## config.mk

```make
export PLATFORM = sky130hd
export DESIGN_NAME = mem_port_arbiter_flat
export DESIGN_NICKNAME = d
export VERILOG_FILES = /design/src/rtl/mem_port_arbiter_if.sv /design/src/rtl/mem_port_arbiter.sv /design/src/flat_wrapper.sv
export SDC_FILE = /design/constraint.sdc
export NUM_CORES = 1
export LEC_CHECK = 0
export CELL_PAD_IN_SITES_DETAIL_PLACEMENT = 0
export CELL_PAD_IN_SITES_GLOBAL_PLACEMENT = 2
export CORE_MARGIN = 3
export CORE_UTILIZATION = 27
export CTS_BUF_LIST = sky130_fd_sc_hd__clkbuf_4
export DETAILED_ROUTE_END_ITERATION = 8
export PLACE_DENSITY_LB_ADDON = 0.1
export SLEW_MARGIN = 25
export SYNTH_ARGS = -nofsm -noshare
export SYNTH_HDL_FRONTEND = slang
export SYNTH_SLANG_ARGS = --single-unit
```

## constraint.sdc

```tcl
create_clock -name clk_i -period 2.3 [get_ports clk_i]
set_clock_uncertainty 0.1 [all_clocks]
set_input_delay 0.46 -clock clk_i [delete_from_list [all_inputs] [get_ports clk_i]]
set_output_delay 0.46 -clock clk_i [all_outputs]
set_load 0.005 [all_outputs]
```

## src/rtl/mem_port_arbiter_if.sv

```systemverilog
// rtl/mem_port_arbiter_if.sv - requester and memory-side signal bundle for mem_port_arbiter
interface mem_port_arbiter_if #(
    parameter int ADDR_WIDTH = 32
);
    logic                  if_read;
    logic [ADDR_WIDTH-1:0] if_addr;
    logic [31:0]           if_rdata;
    logic                  if_busywait;

    logic                  d_read;
    logic                  d_write;
    logic [2:0]            d_func3;
    logic [ADDR_WIDTH-1:0] d_addr;
    logic [31:0]           d_wdata;
    logic [31:0]           d_rdata;
    logic                  d_busywait;
    logic                  d_misaligned;

    logic                  m_read;
    logic                  m_write;
    logic [ADDR_WIDTH-1:0] m_addr;
    logic [31:0]           m_wdata;
    logic [3:0]            m_byte_en;
    logic [31:0]           m_rdata;
    logic                  m_ready;

    modport slave (
        input  if_read, if_addr, d_read, d_write, d_func3, d_addr, d_wdata, m_rdata, m_ready,
        output if_rdata, if_busywait, d_rdata, d_busywait, d_misaligned,
               m_read, m_write, m_addr, m_wdata, m_byte_en
    );

    modport master (
        output if_read, if_addr, d_read, d_write, d_func3, d_addr, d_wdata, m_rdata, m_ready,
        input  if_rdata, if_busywait, d_rdata, d_busywait, d_misaligned,
               m_read, m_write, m_addr, m_wdata, m_byte_en
    );
endinterface

```

## src/rtl/mem_port_arbiter.sv

```systemverilog
// rtl/mem_port_arbiter.sv - shares one memory port between fetch and load/store, data has priority
module mem_port_arbiter #(
    parameter int ADDR_WIDTH = 32
) (
    input  logic               clk_i,
    input  logic               rst_ni,
    mem_port_arbiter_if.slave  bus_if
);
    typedef enum logic [2:0] {
        IDLE   = 3'd0,
        D_BUSY = 3'd1,
        I_BUSY = 3'd2,
        D_DONE = 3'd3,
        I_DONE = 3'd4
    } state_t;

    state_t                state_q, state_d;
    logic [ADDR_WIDTH-1:0] addr_q, addr_d;
    logic [2:0]            func3_q, func3_d;
    logic                  wr_q, wr_d;
    logic [31:0]           wdata_q, wdata_d;
    logic [3:0]            be_q, be_d;
    logic [31:0]           if_rdata_q, if_rdata_d;
    logic [31:0]           d_rdata_q, d_rdata_d;
    logic                  mis_q, mis_d;

    logic        d_req;
    logic        in_byte, in_half, misaligned;
    logic [3:0]  in_be;
    logic [31:0] in_wdata;
    logic [7:0]  ld_byte;
    logic [15:0] ld_half;
    logic [31:0] ld_ext;

    assign d_req = bus_if.d_read | bus_if.d_write;

    // FUNC3[1:0] carries the size; any undefined encoding falls through to word
    always_comb begin
        in_byte    = (bus_if.d_func3[1:0] == 2'b00);
        in_half    = (bus_if.d_func3[1:0] == 2'b01);
        misaligned = (in_half && bus_if.d_addr[0]) ||
                     (!in_byte && !in_half && (bus_if.d_addr[1:0] != 2'b00));
        in_be      = 4'b1111;
        in_wdata   = bus_if.d_wdata;
        if (in_byte) begin
            in_wdata = {4{bus_if.d_wdata[7:0]}};
            if (bus_if.d_write) in_be = 4'b0001 << bus_if.d_addr[1:0];
        end else if (in_half) begin
            in_wdata = {2{bus_if.d_wdata[15:0]}};
            if (bus_if.d_write) in_be = bus_if.d_addr[1] ? 4'b1100 : 4'b0011;
        end
    end

    always_comb begin
        ld_byte = bus_if.m_rdata[7:0];
        case (addr_q[1:0])
            2'd0:    ld_byte = bus_if.m_rdata[7:0];
            2'd1:    ld_byte = bus_if.m_rdata[15:8];
            2'd2:    ld_byte = bus_if.m_rdata[23:16];
            default: ld_byte = bus_if.m_rdata[31:24];
        endcase
        ld_half = addr_q[1] ? bus_if.m_rdata[31:16] : bus_if.m_rdata[15:0];
        if (func3_q[1:0] == 2'b00)
            ld_ext = {{24{ld_byte[7] & ~func3_q[2]}}, ld_byte};
        else if (func3_q[1:0] == 2'b01)
            ld_ext = {{16{ld_half[15] & ~func3_q[2]}}, ld_half};
        else
            ld_ext = bus_if.m_rdata;
    end

    always_comb begin
        state_d    = state_q;
        addr_d     = addr_q;
        func3_d    = func3_q;
        wr_d       = wr_q;
        wdata_d    = wdata_q;
        be_d       = be_q;
        if_rdata_d = if_rdata_q;
        d_rdata_d  = d_rdata_q;
        mis_d      = 1'b0;
        case (state_q)
            IDLE: begin
                if (d_req) begin
                    addr_d  = bus_if.d_addr;
                    func3_d = bus_if.d_func3;
                    wr_d    = bus_if.d_write;
                    wdata_d = in_wdata;
                    be_d    = in_be;
                    if (misaligned) begin
                        state_d   = D_DONE;
                        mis_d     = 1'b1;
                        d_rdata_d = '0;
                    end else begin
                        state_d = D_BUSY;
                    end
                end else if (bus_if.if_read) begin
                    addr_d  = bus_if.if_addr;
                    wr_d    = 1'b0;
                    be_d    = 4'b1111;
                    state_d = I_BUSY;
                end
            end
            D_BUSY: begin
                if (bus_if.m_ready) begin
                    state_d = D_DONE;
                    if (!wr_q) d_rdata_d = ld_ext;
                end
            end
            I_BUSY: begin
                if (bus_if.m_ready) begin
                    state_d    = I_DONE;
                    if_rdata_d = bus_if.m_rdata;
                end
            end
            D_DONE:  state_d = IDLE;
            I_DONE:  state_d = IDLE;
            default: state_d = IDLE;
        endcase
    end

    always_ff @(posedge clk_i or negedge rst_ni) begin
        if (!rst_ni) begin
            state_q    <= IDLE;
            addr_q     <= '0;
            func3_q    <= '0;
            wr_q       <= 1'b0;
            wdata_q    <= '0;
            be_q       <= '0;
            if_rdata_q <= '0;
            d_rdata_q  <= '0;
            mis_q      <= 1'b0;
        end else begin
            state_q    <= state_d;
            addr_q     <= addr_d;
            func3_q    <= func3_d;
            wr_q       <= wr_d;
            wdata_q    <= wdata_d;
            be_q       <= be_d;
            if_rdata_q <= if_rdata_d;
            d_rdata_q  <= d_rdata_d;
            mis_q      <= mis_d;
        end
    end

    // Strobes decode straight from state so an asynchronous reset kills them at once
    assign bus_if.m_read       = (state_q == I_BUSY) || ((state_q == D_BUSY) && !wr_q);
    assign bus_if.m_write      = (state_q == D_BUSY) && wr_q;
    assign bus_if.m_addr       = {addr_q[ADDR_WIDTH-1:2], 2'b00};
    assign bus_if.m_wdata      = wdata_q;
    assign bus_if.m_byte_en    = be_q;
    assign bus_if.if_rdata     = if_rdata_q;
    assign bus_if.d_rdata      = d_rdata_q;
    assign bus_if.d_misaligned = mis_q;
    assign bus_if.if_busywait  = bus_if.if_read & (state_q != I_DONE);
    assign bus_if.d_busywait   = d_req & (state_q != D_DONE);
endmodule

```

## src/flat_wrapper.sv

```systemverilog
// flat-port wrapper written by rule: the top's interface ports become plain ports
module mem_port_arbiter_flat 
#(
    parameter int ADDR_WIDTH = 32
)
  (clk_i, rst_ni, bus_if_if_read, bus_if_if_addr, bus_if_d_read, bus_if_d_write, bus_if_d_func3, bus_if_d_addr, bus_if_d_wdata, bus_if_m_rdata, bus_if_m_ready, bus_if_if_rdata, bus_if_if_busywait, bus_if_d_rdata, bus_if_d_busywait, bus_if_d_misaligned, bus_if_m_read, bus_if_m_write, bus_if_m_addr, bus_if_m_wdata, bus_if_m_byte_en);
  mem_port_arbiter_if #(.ADDR_WIDTH(ADDR_WIDTH)) bus_if_i ();
  input  logic clk_i;
  input  logic rst_ni;
  input wire logic [$bits(bus_if_i.if_read)-1:0] bus_if_if_read;
  input wire logic [$bits(bus_if_i.if_addr)-1:0] bus_if_if_addr;
  input wire logic [$bits(bus_if_i.d_read)-1:0] bus_if_d_read;
  input wire logic [$bits(bus_if_i.d_write)-1:0] bus_if_d_write;
  input wire logic [$bits(bus_if_i.d_func3)-1:0] bus_if_d_func3;
  input wire logic [$bits(bus_if_i.d_addr)-1:0] bus_if_d_addr;
  input wire logic [$bits(bus_if_i.d_wdata)-1:0] bus_if_d_wdata;
  input wire logic [$bits(bus_if_i.m_rdata)-1:0] bus_if_m_rdata;
  input wire logic [$bits(bus_if_i.m_ready)-1:0] bus_if_m_ready;
  output wire logic [$bits(bus_if_i.if_rdata)-1:0] bus_if_if_rdata;
  output wire logic [$bits(bus_if_i.if_busywait)-1:0] bus_if_if_busywait;
  output wire logic [$bits(bus_if_i.d_rdata)-1:0] bus_if_d_rdata;
  output wire logic [$bits(bus_if_i.d_busywait)-1:0] bus_if_d_busywait;
  output wire logic [$bits(bus_if_i.d_misaligned)-1:0] bus_if_d_misaligned;
  output wire logic [$bits(bus_if_i.m_read)-1:0] bus_if_m_read;
  output wire logic [$bits(bus_if_i.m_write)-1:0] bus_if_m_write;
  output wire logic [$bits(bus_if_i.m_addr)-1:0] bus_if_m_addr;
  output wire logic [$bits(bus_if_i.m_wdata)-1:0] bus_if_m_wdata;
  output wire logic [$bits(bus_if_i.m_byte_en)-1:0] bus_if_m_byte_en;
  assign bus_if_i.if_read = bus_if_if_read;
  assign bus_if_i.if_addr = bus_if_if_addr;
  assign bus_if_i.d_read = bus_if_d_read;
  assign bus_if_i.d_write = bus_if_d_write;
  assign bus_if_i.d_func3 = bus_if_d_func3;
  assign bus_if_i.d_addr = bus_if_d_addr;
  assign bus_if_i.d_wdata = bus_if_d_wdata;
  assign bus_if_i.m_rdata = bus_if_m_rdata;
  assign bus_if_i.m_ready = bus_if_m_ready;
  assign bus_if_if_rdata = bus_if_i.if_rdata;
  assign bus_if_if_busywait = bus_if_i.if_busywait;
  assign bus_if_d_rdata = bus_if_i.d_rdata;
  assign bus_if_d_busywait = bus_if_i.d_busywait;
  assign bus_if_d_misaligned = bus_if_i.d_misaligned;
  assign bus_if_m_read = bus_if_i.m_read;
  assign bus_if_m_write = bus_if_i.m_write;
  assign bus_if_m_addr = bus_if_i.m_addr;
  assign bus_if_m_wdata = bus_if_i.m_wdata;
  assign bus_if_m_byte_en = bus_if_i.m_byte_en;
  mem_port_arbiter #(.ADDR_WIDTH(ADDR_WIDTH)) u_core (.clk_i(clk_i), .rst_ni(rst_ni), .bus_if(bus_if_i));
endmodule
```

== Yosys cells after proc, flatten, opt, wreduce, memory -nomap -nowiden ==
Index checks and enable logic that the tools add are counted.

* Input port bits: 137
* Word-level logic and storage cells: 83
* Bits in registers: 140
* Output and inout port bits: 137

* Shift operators: 1
* Eq/ne operators: 14
* Reductions and logical operators: 22
* Mux-type cells: 31
* Bitwise operators: 6

{| class="wikitable"
|+ Operator list
! cell !! count
|-
| two-way mux 32 bit || 10
|-
| case mux 32 bit (2 select lines) || 1
|-
| two-way mux 4 bit || 7
|-
| case mux 8 bit (3 select lines) || 1
|-
| two-way mux 16 bit || 1
|-
| two-way mux 3 bit || 4
|-
| case mux 3 bit (3 select lines) || 1
|-
| == test 2 x 1 -> 1 bit (second input constant) || 3
|-
| zero test 2 bit || 3
|-
| != test 2 bit (second input constant) || 3
|-
| != test 3 x 2 -> 1 bit (second input constant) || 2
|-
| AND reduction 2 bit || 3
|-
| nonzero test 2 bit || 3
|-
| logical AND 1 bit || 5
|-
| two-way mux 1 bit || 5
|-
| AND reduction 5 bit || 1
|-
| bitwise AND 1 bit || 4
|-
| != test 2 x 1 -> 1 bit (second input constant) || 2
|-
| left shift 1 x 2 -> 4 bit (first input constant) || 1
|-
| == test 3 x 1 -> 1 bit (second input constant) || 1
|-
| == test 3 x 2 -> 1 bit (second input constant) || 1
|-
| zero test 1 bit || 3
|-
| zero test 3 bit || 1
|-
| != test 3 bit (second input constant) || 1
|-
| 6 further kinds || 7
|}

== Logic depth before layout (Yosys ltp) ==
* Depth after elaboration: 8
* Depth in mapped cells: 7
* Gate-level depth less buffers: 4

== Least setup slack after synthesis ==
Ideal clock, no wire load.

* Path kind: reg-to-reg
* From: reg u_core.addr_q[0]
* To: reg u_core.d_rdata_q[16] (netlist: u_core.bus_if.d_rdata[16])
* Arrival: 1.771 ns
* Path buffers: 3
* Cell stages (with the launch flop): 8
* Data required time: 2.074 ns
* Setup slack: 0.303 ns
* Path through: dfrtp_1 -> buf_6 -> nor2_2 -> mux4_2 -> and4_4 -> buf_6 -> buf_8 -> a221o_1

* Longest elaborated chain between the ends: 7

{| class="wikitable"
|+ RTL lines
! what !! line !! source
|-
| from (decl) || mem_port_arbiter.sv:18 || <nowiki>logic [ADDR_WIDTH-1:0] addr_q, addr_d;</nowiki>
|-
| from (signal assigned) || mem_port_arbiter.sv:134 || <nowiki>addr_q <= addr_d;</nowiki>
|-
| == test 2 bit, or another cell as far along || mem_port_arbiter.sv:56 || <nowiki>case (addr_q[1:0])</nowiki>
|-
| case mux 8 bit (3 select lines) * || mem_port_arbiter.sv:56 ||
|-
| bitwise AND 1 bit * || mem_port_arbiter.sv:64 || <nowiki>ld_ext = {{24{ld_byte[7] & ~func3_q[2]}}, ld_byte};</nowiki>
|-
| two-way mux 32 bit * || mem_port_arbiter.sv:63 || <nowiki>if (func3_q[1:0] == 2'b00)</nowiki>
|-
| two-way mux 32 bit * || mem_port_arbiter.sv:106 || <nowiki>if (!wr_q) d_rdata_d = ld_ext;</nowiki>
|-
| two-way mux 32 bit * || mem_port_arbiter.sv:104 || <nowiki>if (bus_if.m_ready) begin</nowiki>
|-
| case mux 32 bit (2 select lines) * || mem_port_arbiter.sv:81 || <nowiki>case (state_q)</nowiki>
|-
| to (signal assigned) || mem_port_arbiter.sv:140 || <nowiki>d_rdata_q <= d_rdata_d;</nowiki>
|-
| to (decl) || mem_port_arbiter.sv:24 || <nowiki>logic [31:0] d_rdata_q, d_rdata_d;</nowiki>
|}

Mark *: on every way between the ends. The rest lies on a longest branch, timed or not. The select of a mux whose other input is x is not followed.
A chain may end at the register's enable or synchronous reset.

== Worst setup path in the final report ==
* From: reg u_core.state_q[0]
* To: out bus_if_if_busywait

* Longest elaborated chain between the ends: 2

{| class="wikitable"
|+ RTL lines
! what !! line !! source
|-
| from (decl) || mem_port_arbiter.sv:17 || <nowiki>state_t state_q, state_d;</nowiki>
|-
| from (signal assigned) || mem_port_arbiter.sv:133 || <nowiki>state_q <= state_d;</nowiki>
|-
| != test 3 bit || mem_port_arbiter.sv:154 || <nowiki>assign bus_if.if_busywait = bus_if.if_read & (state_q != I_DONE);</nowiki>
|-
| bitwise AND 1 bit || mem_port_arbiter.sv:154 ||
|-
| to (decl) || flat_wrapper.sv:20 || <nowiki>output wire logic [$bits(bus_if_i.if_busywait)-1:0] bus_if_if_busywait;</nowiki>
|}

No other way between the ends.

==> out/metrics.yaml <==
drt:
  drc: 0
  drt_wl_total_um: 22000
  drt-vias-per-instance: 4.70
  first_pass_iters: 4
  vias: 5646
  drtIter0Drc: 293
  ant_nets: 0
  avgRoutedWirePerCell_um: 18.3
timing:
  worstMarginPinSlew_ns: 0.941
  fin_ws_ns: 0.148
  rsz0062_at_grt: "no"
  fin_crit_ns: 2.15
  max_freq_ghz: 0.465
  setup_viol: 0
  fin_crit_sh_pct: 93.6
  slew_violations: 0
  relSlewSlack_pct: 37.1
  fin_hold_ws_ns: 0.286
  finalSetupTns_ns: 0
  finalHoldViolations: 0
finish:
  syn_to_final_growth_pct: 50.8
  nets: 1000
  final_common_cell: "clkdlybuf4s50_1"
  multi_input_area_um2: 2750
  layout-drive-gt1-share_pct: 13.7
  seqCellArea_um2: 3510
  most-common-layout-cells: "clkdlybuf4s50_1, dfrtp_1, mux2i_1"
  num-fill-cells: 2360
logic_synthesis:
  ys_ff_latch: 140
  yosys.area.top_type: "dfrtp_1"
  synth-simple-area-share_pct: 8.25
  yosysTopAreaCellShare_pct: 52.0
  synth_top_family_by_area: "multiplexers"
  synth_async_sr_flop_share_pct: 100
  synthAdderAreaFrac_pct: 0
  synth_compound_area_share_pct: 14.8
  synth.area.top_cells: "dfrtp_1, mux2i_1, mux2_2, buf_4, a21oi_1"
  synthXorXnorAreaFrac_pct: 0
  yosys_warnings: 0
  syn_area_per_cell_um2: 11.1
  syn-instance-count: 605
  ys_seq_area_share_pct: 52.0
  synth_top_flop_cell: "dfrtp_1"
  synth_cell_types: 43
  synth_edf_count: 0
  muxShareOfSynthArea_pct: 17.3
  synth_area_um2: 6740
hold_path:
  min_path_type: "in -> async"
placement:
  dp_hpwl_um: 16600
  port_buffers: 271
  gp_congestion: 0.789
  pre_cts_slack_ns: -0.128
setup_path:
  worstSetupPathType: "reg -> out"
  worst_ep_required_time_ns: 1.74
  start_kind: "flop"
  r2r_start: "u_core.addr_q[0]"
  worstSetupEndpoint: "bus_if_if_busywait"
  critPathLaunch: "u_core.state_q[0]"
  r2r_slack_ns: 0.16
  cp_max_fo: 4
  endpoint_kind: "output pin"
  arrival_ns: 1.59
  r2r_cells: 4
  timing.rr.end: "u_core.bus_if.d_rdata[15]"
cts:
  cts_sinks: 140
  cts_buffers: 17
  htreeDepth: 4
  clkLatencyLatePin_ns: 0.53
  cts_max_path_buffers: 2
  cts_tree: "done"
  path_clk_slew_ns: 0.14
  cts-root-buf: "clkbuf_4"
floorplan:
  start_util_pct: 27.6
  rows: 57
  io_pins: 274
  die-area_um2: 26900
  die_y_um: 164
  die_w_um: 164
  core-area_um2: 24400
power:
  p_seq_share_pct: 35.8
  p_clk_share_pct: 15.0
  power_w: 0.0122
  switching_share_pct: 34.1
  comb_power_share_pct: 49.2
  power.leakage_nw: 4.27
  power.density_nw_per_um2: 1200
  intPower_w: 0.00805
  peakVddDrop_uv: 434
  p_switching_w: 0.00416
grt:
  grt_use_total_pct: 16.4
  antenna_found_initial: 4
  grt_pass1_vias: 5926
  grt_max_degree: 63
  grt_pass1_wl_um: 34100
  overflow: 0
outcome:
  outcome: "completed"
job:
  drv_cap: 0
[area by class of cell]
cell class | instances | area share, %
Clock inverter | 14 | 1.91
Multi-Input combinational cell | 374 | 27.1
Inverter | 15 | 0.554
Antenna cell | 2 | 0.0492
Timing Repair Buffer | 315 | 30.7
Tap cell | 324 | 3.99
Clock buffer | 17 | 1.26
Sequential cell | 140 | 34.5
[cell families after synthesis]
family / count (synthesis)
other cells: 1
compound gates: 148
buf+inv: 92
flops: 140
simple gates: 126
mux: 98
[power by group through the flow]
stage | logic, W | registers, W | clock network, W
global route | 0.00659 | 0.00453 | 0.00202
floorplan | 0.00293 | 0.00430 | 0
finish | 0.00601 | 0.00437 | 0.00183
global placement | 0.00599 | 0.00441 | 0
detailed placement | 0.00609 | 0.00444 | 0
CTS | 0.00614 | 0.00439 | 0.00190
[per-layer routing]
layer  GRT usage [%]  part of all wire (%)
met3            6.33                   8.3
met5               0                  0.19
met4            3.61                  0.92
met2            26.6                    47
met1            20.9                    43
[critical path, stage by stage, from the launching register on]
cell	delay [ns]
dfrtp_2	0.44
buf_4	0.14
o31a_1	0.27
clkdlybuf4s15_1	0.24
[worst min path at each step]
stage | from | to | slack, ns | depth (start not counted)
2_1_floorplan | rst_ni | u_core.addr_q[0] | 0.06 | 0
3_3_place_gp | rst_ni | u_core.bus_if.if_rdata[21] | 0.32 | 1
3_5_place_dp | rst_ni | u_core.bus_if.if_rdata[28] | 0.32 | 1
4_1_cts | rst_ni | u_core.bus_if.if_rdata[28] | 0.26 | 2
5_1_grt | rst_ni | u_core.bus_if.if_rdata[28] | 0.25 | 2
6_report | rst_ni | u_core.bus_if.if_rdata[28] | 0.29 | 2
[synthesized netlist by cell type, types with 8 or more instances]
library cell and instances:
dfrtp_1 140, mux2i_1 57, nand2_1 52, nor2_1 51, a21oi_1 46, buf_4 34, mux2_2 32, o21ai_0 30
clkbuf_1 26, a221o_1 23, inv_1 15, o22ai_1 14, buf_2 12, a22o_1 8, mux4_1 8, nor3_1 8
[registers in the layout, summed over array words and instances, names as in the netlist]
register	count
u_core.bus_if.m_wdata	32
u_core.bus_if.d_misaligned	1
u_core.state_q	3
u_core.addr_q	32
u_core.wr_q	1
u_core.bus_if.m_byte_en	4
u_core.func3_q	3
u_core.bus_if.if_rdata	32
u_core.bus_if.d_rdata	32
[per-stage QoR]
step | cells | utilization [%] | cell area [um2]
after floorplan | 606 | - | 6740
after global placement | 1164 | 40.2 | 9800
after detailed placement | 1164 | 40.2 | 9800
after CTS | 1199 | 41.6 | 10200
after global routing | 1201 | 41.7 | 10200
final | 1201 | 41.7 | 10200
[what timing repair did]
item / CTS / global route
endpoints found under the setup margin: 4 / 1
pin swaps: 0 / 0
buffers inserted: 3 / 0
hold buffers: 1 / 0
hold endpoints to repair: 41 / 0
gates resized for setup: 8 / 1
No activity file was read; power rests on OpenSTA's default activity.
